<file path="src/rtl/fir_tdm_pkg.sv">
// Shared types and width helpers for the time-multiplexed multi-channel FIR.
package fir_tdm_pkg;

   typedef enum logic [1:0] {ST_IDLE, ST_SHIFT, ST_MAC, ST_OUT} state_t;

   function automatic int clog2(input int v);
      int r;
      r = 0;
      while ((1 << r) < v) r++;
      return r;
   endfunction

   function automatic int prod_w(input int dw, input int cw);
      return dw + cw;
   endfunction

   // clog2(TAPS) guard bits keep a full channel sum from overflowing.
   function automatic int acc_w(input int dw, input int cw, input int taps);
      return dw + cw + clog2(taps);
   endfunction

endpackage

</file>
<file path="src/rtl/fir_mac.sv">
// Signed multiply-accumulate; clear has priority over enable, one-cycle update.
module fir_mac
   import fir_tdm_pkg::*;
#(
   parameter int DATA_W = 16,
   parameter int COEF_W = 16,
   parameter int ACC_W  = 35
)(
   input  logic                     clk,
   input  logic                     rst,
   input  logic                     clr,
   input  logic                     en,
   input  logic signed [DATA_W-1:0] a,
   input  logic signed [COEF_W-1:0] b,
   output logic signed [ACC_W-1:0]  sum
);

   localparam int PROD_W = prod_w(DATA_W, COEF_W);

   logic signed [PROD_W-1:0] prod;
   logic signed [ACC_W-1:0]  prod_ext;
   logic signed [ACC_W-1:0]  acc;

   assign prod     = a * b;
   assign prod_ext = {{(ACC_W-PROD_W){prod[PROD_W-1]}}, prod};
   // sum includes the current product so the last tap needs no extra cycle
   assign sum      = acc + prod_ext;

   always_ff @(posedge clk) begin
      if (rst)      acc <= '0;
      else if (clr) acc <= '0;
      else if (en)  acc <= sum;
   end

endmodule

</file>
<file path="src/rtl/fir_tdm_multich.sv">
// Multi-channel TAPS-tap FIR on one shared MAC with loadable coefficients.
// Define FIR_SAT_EN to clamp outputs instead of wrapping them.
module fir_tdm_multich
   import fir_tdm_pkg::*;
#(
   parameter  int NUM_CH = 3,
   parameter  int TAPS   = 8,
   parameter  int DATA_W = 16,
   parameter  int COEF_W = 16,
   parameter  int OUT_W  = 16,
   parameter  int SHIFT  = 15,
   localparam int TAP_AW = clog2(TAPS)
)(
   input  logic                     clk,
   input  logic                     rst,
   input  logic                     in_valid,
   output logic                     in_ready,
   input  logic [NUM_CH*DATA_W-1:0] in_data,
   input  logic                     coef_we,
   input  logic [TAP_AW-1:0]        coef_addr,
   input  logic [COEF_W-1:0]        coef_data,
   output logic                     coef_busy,
   output logic                     out_valid,
   input  logic                     out_ready,
   output logic [NUM_CH*OUT_W-1:0]  out_data
);

   localparam int CH_W  = (NUM_CH > 1) ? clog2(NUM_CH) : 1;
   localparam int ACC_W = acc_w(DATA_W, COEF_W, TAPS);

   state_t state, state_d;

   logic [TAP_AW-1:0]         tap_cnt;
   logic [CH_W-1:0]           ch_cnt;
   logic [NUM_CH*DATA_W-1:0]  in_lat;
   logic signed [DATA_W-1:0]  x    [NUM_CH][TAPS];
   logic signed [COEF_W-1:0]  coef [TAPS];
   logic signed [DATA_W-1:0]  x_sel;
   logic signed [COEF_W-1:0]  c_sel;
   logic signed [ACC_W-1:0]   mac_sum;
   logic                      mac_clr, mac_en, last_tap, last_ch;

   function automatic logic signed [OUT_W-1:0] scale_out(input logic signed [ACC_W-1:0] a);
`ifdef FIR_SAT_EN
      logic signed [ACC_W-1:0] r;
      r = a >>> SHIFT;
      if (r > $signed({{(ACC_W-OUT_W+1){1'b0}}, {(OUT_W-1){1'b1}}}))
         scale_out = {1'b0, {(OUT_W-1){1'b1}}};
      else if (r < $signed({{(ACC_W-OUT_W+1){1'b1}}, {(OUT_W-1){1'b0}}}))
         scale_out = {1'b1, {(OUT_W-1){1'b0}}};
      else
         scale_out = OUT_W'(r);
`else
      scale_out = OUT_W'(a >>> SHIFT);
`endif
   endfunction

   assign last_tap = (tap_cnt == TAP_AW'(TAPS-1));
   assign last_ch  = (ch_cnt == CH_W'(NUM_CH-1));
   assign x_sel    = x[ch_cnt][tap_cnt];
   assign c_sel    = coef[tap_cnt];

   always_comb begin
      state_d   = state;
      in_ready  = 1'b0;
      out_valid = 1'b0;
      coef_busy = 1'b1;
      mac_clr   = 1'b0;
      mac_en    = 1'b0;
      case (state)
         ST_IDLE: begin
            in_ready  = 1'b1;
            coef_busy = 1'b0;
            if (in_valid) state_d = ST_SHIFT;
         end
         ST_SHIFT: begin
            mac_clr = 1'b1;
            state_d = ST_MAC;
         end
         ST_MAC: begin
            mac_en  = 1'b1;
            mac_clr = last_tap;
            if (last_tap && last_ch) state_d = ST_OUT;
         end
         ST_OUT: begin
            out_valid = 1'b1;
            if (out_ready) state_d = ST_IDLE;
         end
         default: state_d = ST_IDLE;
      endcase
   end

   always_ff @(posedge clk) begin
      if (rst) begin
         state    <= ST_IDLE;
         tap_cnt  <= '0;
         ch_cnt   <= '0;
         in_lat   <= '0;
         out_data <= '0;
         for (int c = 0; c < NUM_CH; c++)
            for (int t = 0; t < TAPS; t++)
               x[c][t] <= '0;
         for (int t = 0; t < TAPS; t++)
            coef[t] <= '0;
      end else begin
         state <= state_d;
         case (state)
            ST_IDLE: begin
               if (in_valid) in_lat <= in_data;
               if (coef_we && (int'(coef_addr) < TAPS)) coef[coef_addr] <= coef_data;
            end
            ST_SHIFT: begin
               for (int c = 0; c < NUM_CH; c++) begin
                  for (int t = TAPS-1; t > 0; t--)
                     x[c][t] <= x[c][t-1];
                  x[c][0] <= in_lat[c*DATA_W +: DATA_W];
               end
               tap_cnt <= '0;
               ch_cnt  <= '0;
            end
            // channel-major sweep; each channel's sum is scaled on its last tap
            ST_MAC: begin
               if (last_tap) begin
                  out_data[int'(ch_cnt)*OUT_W +: OUT_W] <= scale_out(mac_sum);
                  tap_cnt <= '0;
                  ch_cnt  <= last_ch ? '0 : ch_cnt + CH_W'(1);
               end else begin
                  tap_cnt <= tap_cnt + TAP_AW'(1);
               end
            end
            default: ;
         endcase
      end
   end

   fir_mac #(
      .DATA_W (DATA_W),
      .COEF_W (COEF_W),
      .ACC_W  (ACC_W)
   ) u_mac (
      .clk (clk),
      .rst (rst),
      .clr (mac_clr),
      .en  (mac_en),
      .a   (x_sel),
      .b   (c_sel),
      .sum (mac_sum)
   );

endmodule

</file>
<file path="config.mk">
export PLATFORM = sky130hd
export DESIGN_NAME = fir_tdm_multich
export DESIGN_NICKNAME = d
export VERILOG_FILES = /design/src/rtl/fir_tdm_pkg.sv /design/src/rtl/fir_mac.sv /design/src/rtl/fir_tdm_multich.sv
export SDC_FILE = /design/constraint.sdc
export NUM_CORES = 2
export LEC_CHECK = 0
export CAP_MARGIN = 40
export CORE_ASPECT_RATIO = 1.75
export CORE_MARGIN = 2
export CORE_UTILIZATION = 40
export DETAILED_ROUTE_END_ITERATION = 6
export PLACE_DENSITY_LB_ADDON = 0.12
export SLEW_MARGIN = 20
export SYNTH_ARGS = -nofsm -noshare
export SYNTH_HDL_FRONTEND = slang
export SYNTH_SLANG_ARGS = --single-unit
</file>
<file path="constraint.sdc">
create_clock -name clk -period 10.69 [get_ports clk]
set_input_delay 3.207 -clock clk [delete_from_list [all_inputs] [get_ports clk]]
set_output_delay 3.207 -clock clk [all_outputs]
set_load 0.1 [all_outputs]
</file>
==> metrics.md <==
| Metric | Value |
|---|---|
| Status | `completed` |
| Setup TNS | `0 ns` |
| Hold_buf cts | `0` |
| Post-DP HPWL | `approximately 69 mm` |
| Worst Reg-to-Reg Cells | `25` |
| Critical path endpoint category | `flop` |
| Largest net degree at the start of global routing | `between 200 and 250` |
| # nets final | `approximately 3800` |
| Leading cell type by number of instances after synthesis | `and2_1` |
| First-pass GRT wire length | `around 150 mm` |
| Tot GR Track Use | `between 20% and 30%` |
| Post-synth EDFFs | `roughly 510` |
| Post-CTS Setup Inserts | `0` |
| Placed insts | `about 4600` |
| Num rows | `around 150` |
| Max-cap viol count | `0` |
| Max FO, Critical Path | `34` |
| Die span in x | `~240 um` |
| Synth top area cells | `edfxtp_1, fa_1, and2_1` |
| Fmax | `between 100 and 150 MHz` |
| Wire per inst | `between 20 and 25 um` |
| Via count | `about 24000` |
| CP startpoint kind | `flop` |
| Final Hold Fails | `0` |
| Post-synth top area share | `between 30% and 40%` |
| Drt first pass iters | `4` |
| Cts bufs inserted | `67` |
| HP Class | `reg2reg` |
| Die footprint | `99600 um2` |
| Vias per inst | `5.13` |
| Reg-to-reg setup timing slack | `between 1.5 and 2 ns` |
| RSZ-0062 raised after global routing | `false` |
| Worst R2R End | `u_mac.acc[30]` |
| Async set-reset flop share out of synthesis | `0%` |
| Required time of the critical path | `between 10 and 15 ns` |
| Cts repair resizes | `0` |
| Syn Area/Cell | `about 12 um2` |
| Layout cell share with drive strength beyond 1 | `around 11%` |
| Ant diodes | `0` |
| Routability cong. | `about 0.84` |
| CTS sink cnt | `between 600 and 700` |
| Routed Antenna Nets | `0` |
| Yosys reg bits | `~650` |
| Final min period | `8.92 ns` |
| Primary FF master, synth | `edfxtp_1` |
| Die Ht | `416 um` |
| Clk slew on worst S/H paths | `approximately 0.07 ns` |
| Grt ovf | `0` |
| Starting Density | `around 40%` |
| DP Area | `around 42000 um2` |
| Vias in the first global route | `approximately 26000` |
| Iteration-0 DRC Markers | `roughly 1400` |
| Mapped Nets | `around 3700` |
| Placeable Area | `~97000 um2` |
| Finished Cell Area | `between 40000 and 50000 um2` |
| Post-synthesis cell area | `~39000 um2` |
| CTS H-Tree Depth | `3` |
| Slew Limit Fails | `0` |
| Io pins | `between 100 and 150` |
| Crit path to | `u_mac.acc[30]` |
| Seq/Total Area, Yosys | `46.8%` |
| Worst slew pin tran | `between 1 and 1.5 ns` |
| Critical path type | `reg2reg` |
| Clock Path Buffers | `3` |
| Non-Filler Instances | `~4700` |
| Post-synth top cells | `and2_1, edfxtp_1, inv_1, fa_1, nand2_1` |
| CTS tree | `built` |
| Hold_ws | `between 0.4 and 0.5 ns` |
| PortBufs | `about 120` |
| Area Growth Syn to Fin | `15.6%` |
| Setup Skew | `roughly 0.028 ns` |
| Mapped Cells | `between 3000 and 4000` |
| Clock root buffer | `clkbuf_16` |
| Antenna violations before repair | `3` |
| Synth Warn # | `0` |
| Setup-failing EPs final | `0` |
| Arr. time, crit path | `between 9 and 10 ns` |
| Residual DRC | `0` |
| Skew-Pair Late Insertion Delay | `around 0.66 ns` |
| WL final | `97.4 mm` |
| Worst slew margin | `26.6%` |
| Synth cell types | `between 60 and 70` |
| Synth area leader | `edfxtp_1` |
| Period utilization | `between 80% and 90%` |
## metal layers
metal,GRT usage [%],up-vias,share of wire [%]
met5,0,-,0
met4,8.27,0,3.9
met3,2.28,177,2.8
met2,38.7,446,57
met1,22.1,12500,37
li1,-,11000,-
## flip-flops by register name, summed over array words and instances, names as in the netlist, named ones only
| signal | cells |
|---|---|
| out_data | 48 |
| state | 2 |
| in_lat | 48 |
| coef | 128 |
| ch_cnt | 2 |
| tap_cnt | 3 |
| x | 384 |
| u_mac.acc | 31 |
## worst max-delay path, cell delays in order (launching register included)
cell and delay, ns:
dfxtp_4 0.49, buf_16 0.29, buf_4 0.43, mux4_2 0.56
o21ai_0 0.23, mux4_2 0.60, nor2_1 0.13, fa_1 0.55
inv_1 0.06, fa_1 0.49, fa_1 0.51, inv_1 0.05
fa_1 0.51, fa_1 0.50, inv_1 0.05, fa_1 0.48
inv_1 0.04, ha_1 0.36, o21ai_0 0.12, nor2_1 0.08
o31a_1 0.28, o31ai_1 0.57, o21ai_0 0.39, a311o_1 0.42
xnor2_1 0.35, a211oi_1 0.14
## logic make-up after synthesis
family,after synthesis,synth area share (%)
adders and majority gates,390,18.1
and+or+nand+nor,1150,15.9
AOI/OAI and AO/OA,266,4.15
buffers and inverters,522,5.12
muxes,216,9.23
xor gates and xnor gates,31,0.700
DFF,651,46.8
## worst min path at each step
stage | slack, ns | from | end | depth (start not counted)
3_3_place_gp | 0.44 | in_lat[10] | in_lat[10] | 2
6_report | 0.45 | in_lat[43] | in_lat[43] | 2
4_1_cts | 0.45 | in_lat[31] | in_lat[31] | 2
5_1_grt | 0.47 | in_lat[26] | in_lat[26] | 2
2_1_floorplan | 0.43 | in_lat[0] | in_lat[0] | 2
3_5_place_dp | 0.44 | in_lat[31] | in_lat[31] | 2
## area by class of cell
type,instances,area [um2]
fillers,8831,51700
multi-input cells,2053,18700
flip-flops and latches,651,18200
repair buffers,229,2710
clock buffers,88,1910
well taps,1300,1630
inverters,344,1290
clock inverters,33,435
## layout by cell type (no fill, tap or decap), types with 6 or more instances in the layout
| cell type | instances |
|---|---|
| nor2_1 | 189 |
| o31ai_1 | 11 |
| a21o_1 | 9 |
| inv_1 | 343 |
| buf_4 | 41 |
| clkbuf_1 | 10 |
| a22oi_1 | 25 |
| fa_1 | 285 |
| clkbuf_8 | 8 |
| dfxtp_1 | 135 |
| bufinv_16 | 7 |
| edfxtp_1 | 512 |
| nand3_1 | 28 |
| buf_12 | 6 |
| o21ai_0 | 59 |
| buf_8 | 42 |
| or2_2 | 24 |
| xor2_1 | 6 |
| clkdlybuf4s50_1 | 121 |
| buf_16 | 14 |
| ha_1 | 104 |
| mux2_2 | 9 |
| a21oi_1 | 106 |
| or3_1 | 12 |
| mux4_2 | 112 |
| nand2_1 | 211 |
| clkinv_2 | 7 |
| nand2b_1 | 68 |
| clkbuf_16 | 71 |
| xnor2_1 | 25 |
| nor2b_1 | 49 |
| a211oi_1 | 7 |
| mux2i_1 | 89 |
| nor3_1 | 15 |
| a31oi_1 | 11 |
| nand3b_1 | 12 |
| and2_1 | 521 |
## per-stage QoR
stage                     setup WS, ns  util, %
after CTS                         1.74     46.4
after detailed placement          1.78     43.9
final                             1.77     46.4
after global routing              1.24     46.4
after global placement            1.57     42.9
after floorplan                   1.57        -
Power is left out: the tool's default activity adds up to more than one toggle a clock period on the data nets, which glitch-free logic cannot reach.
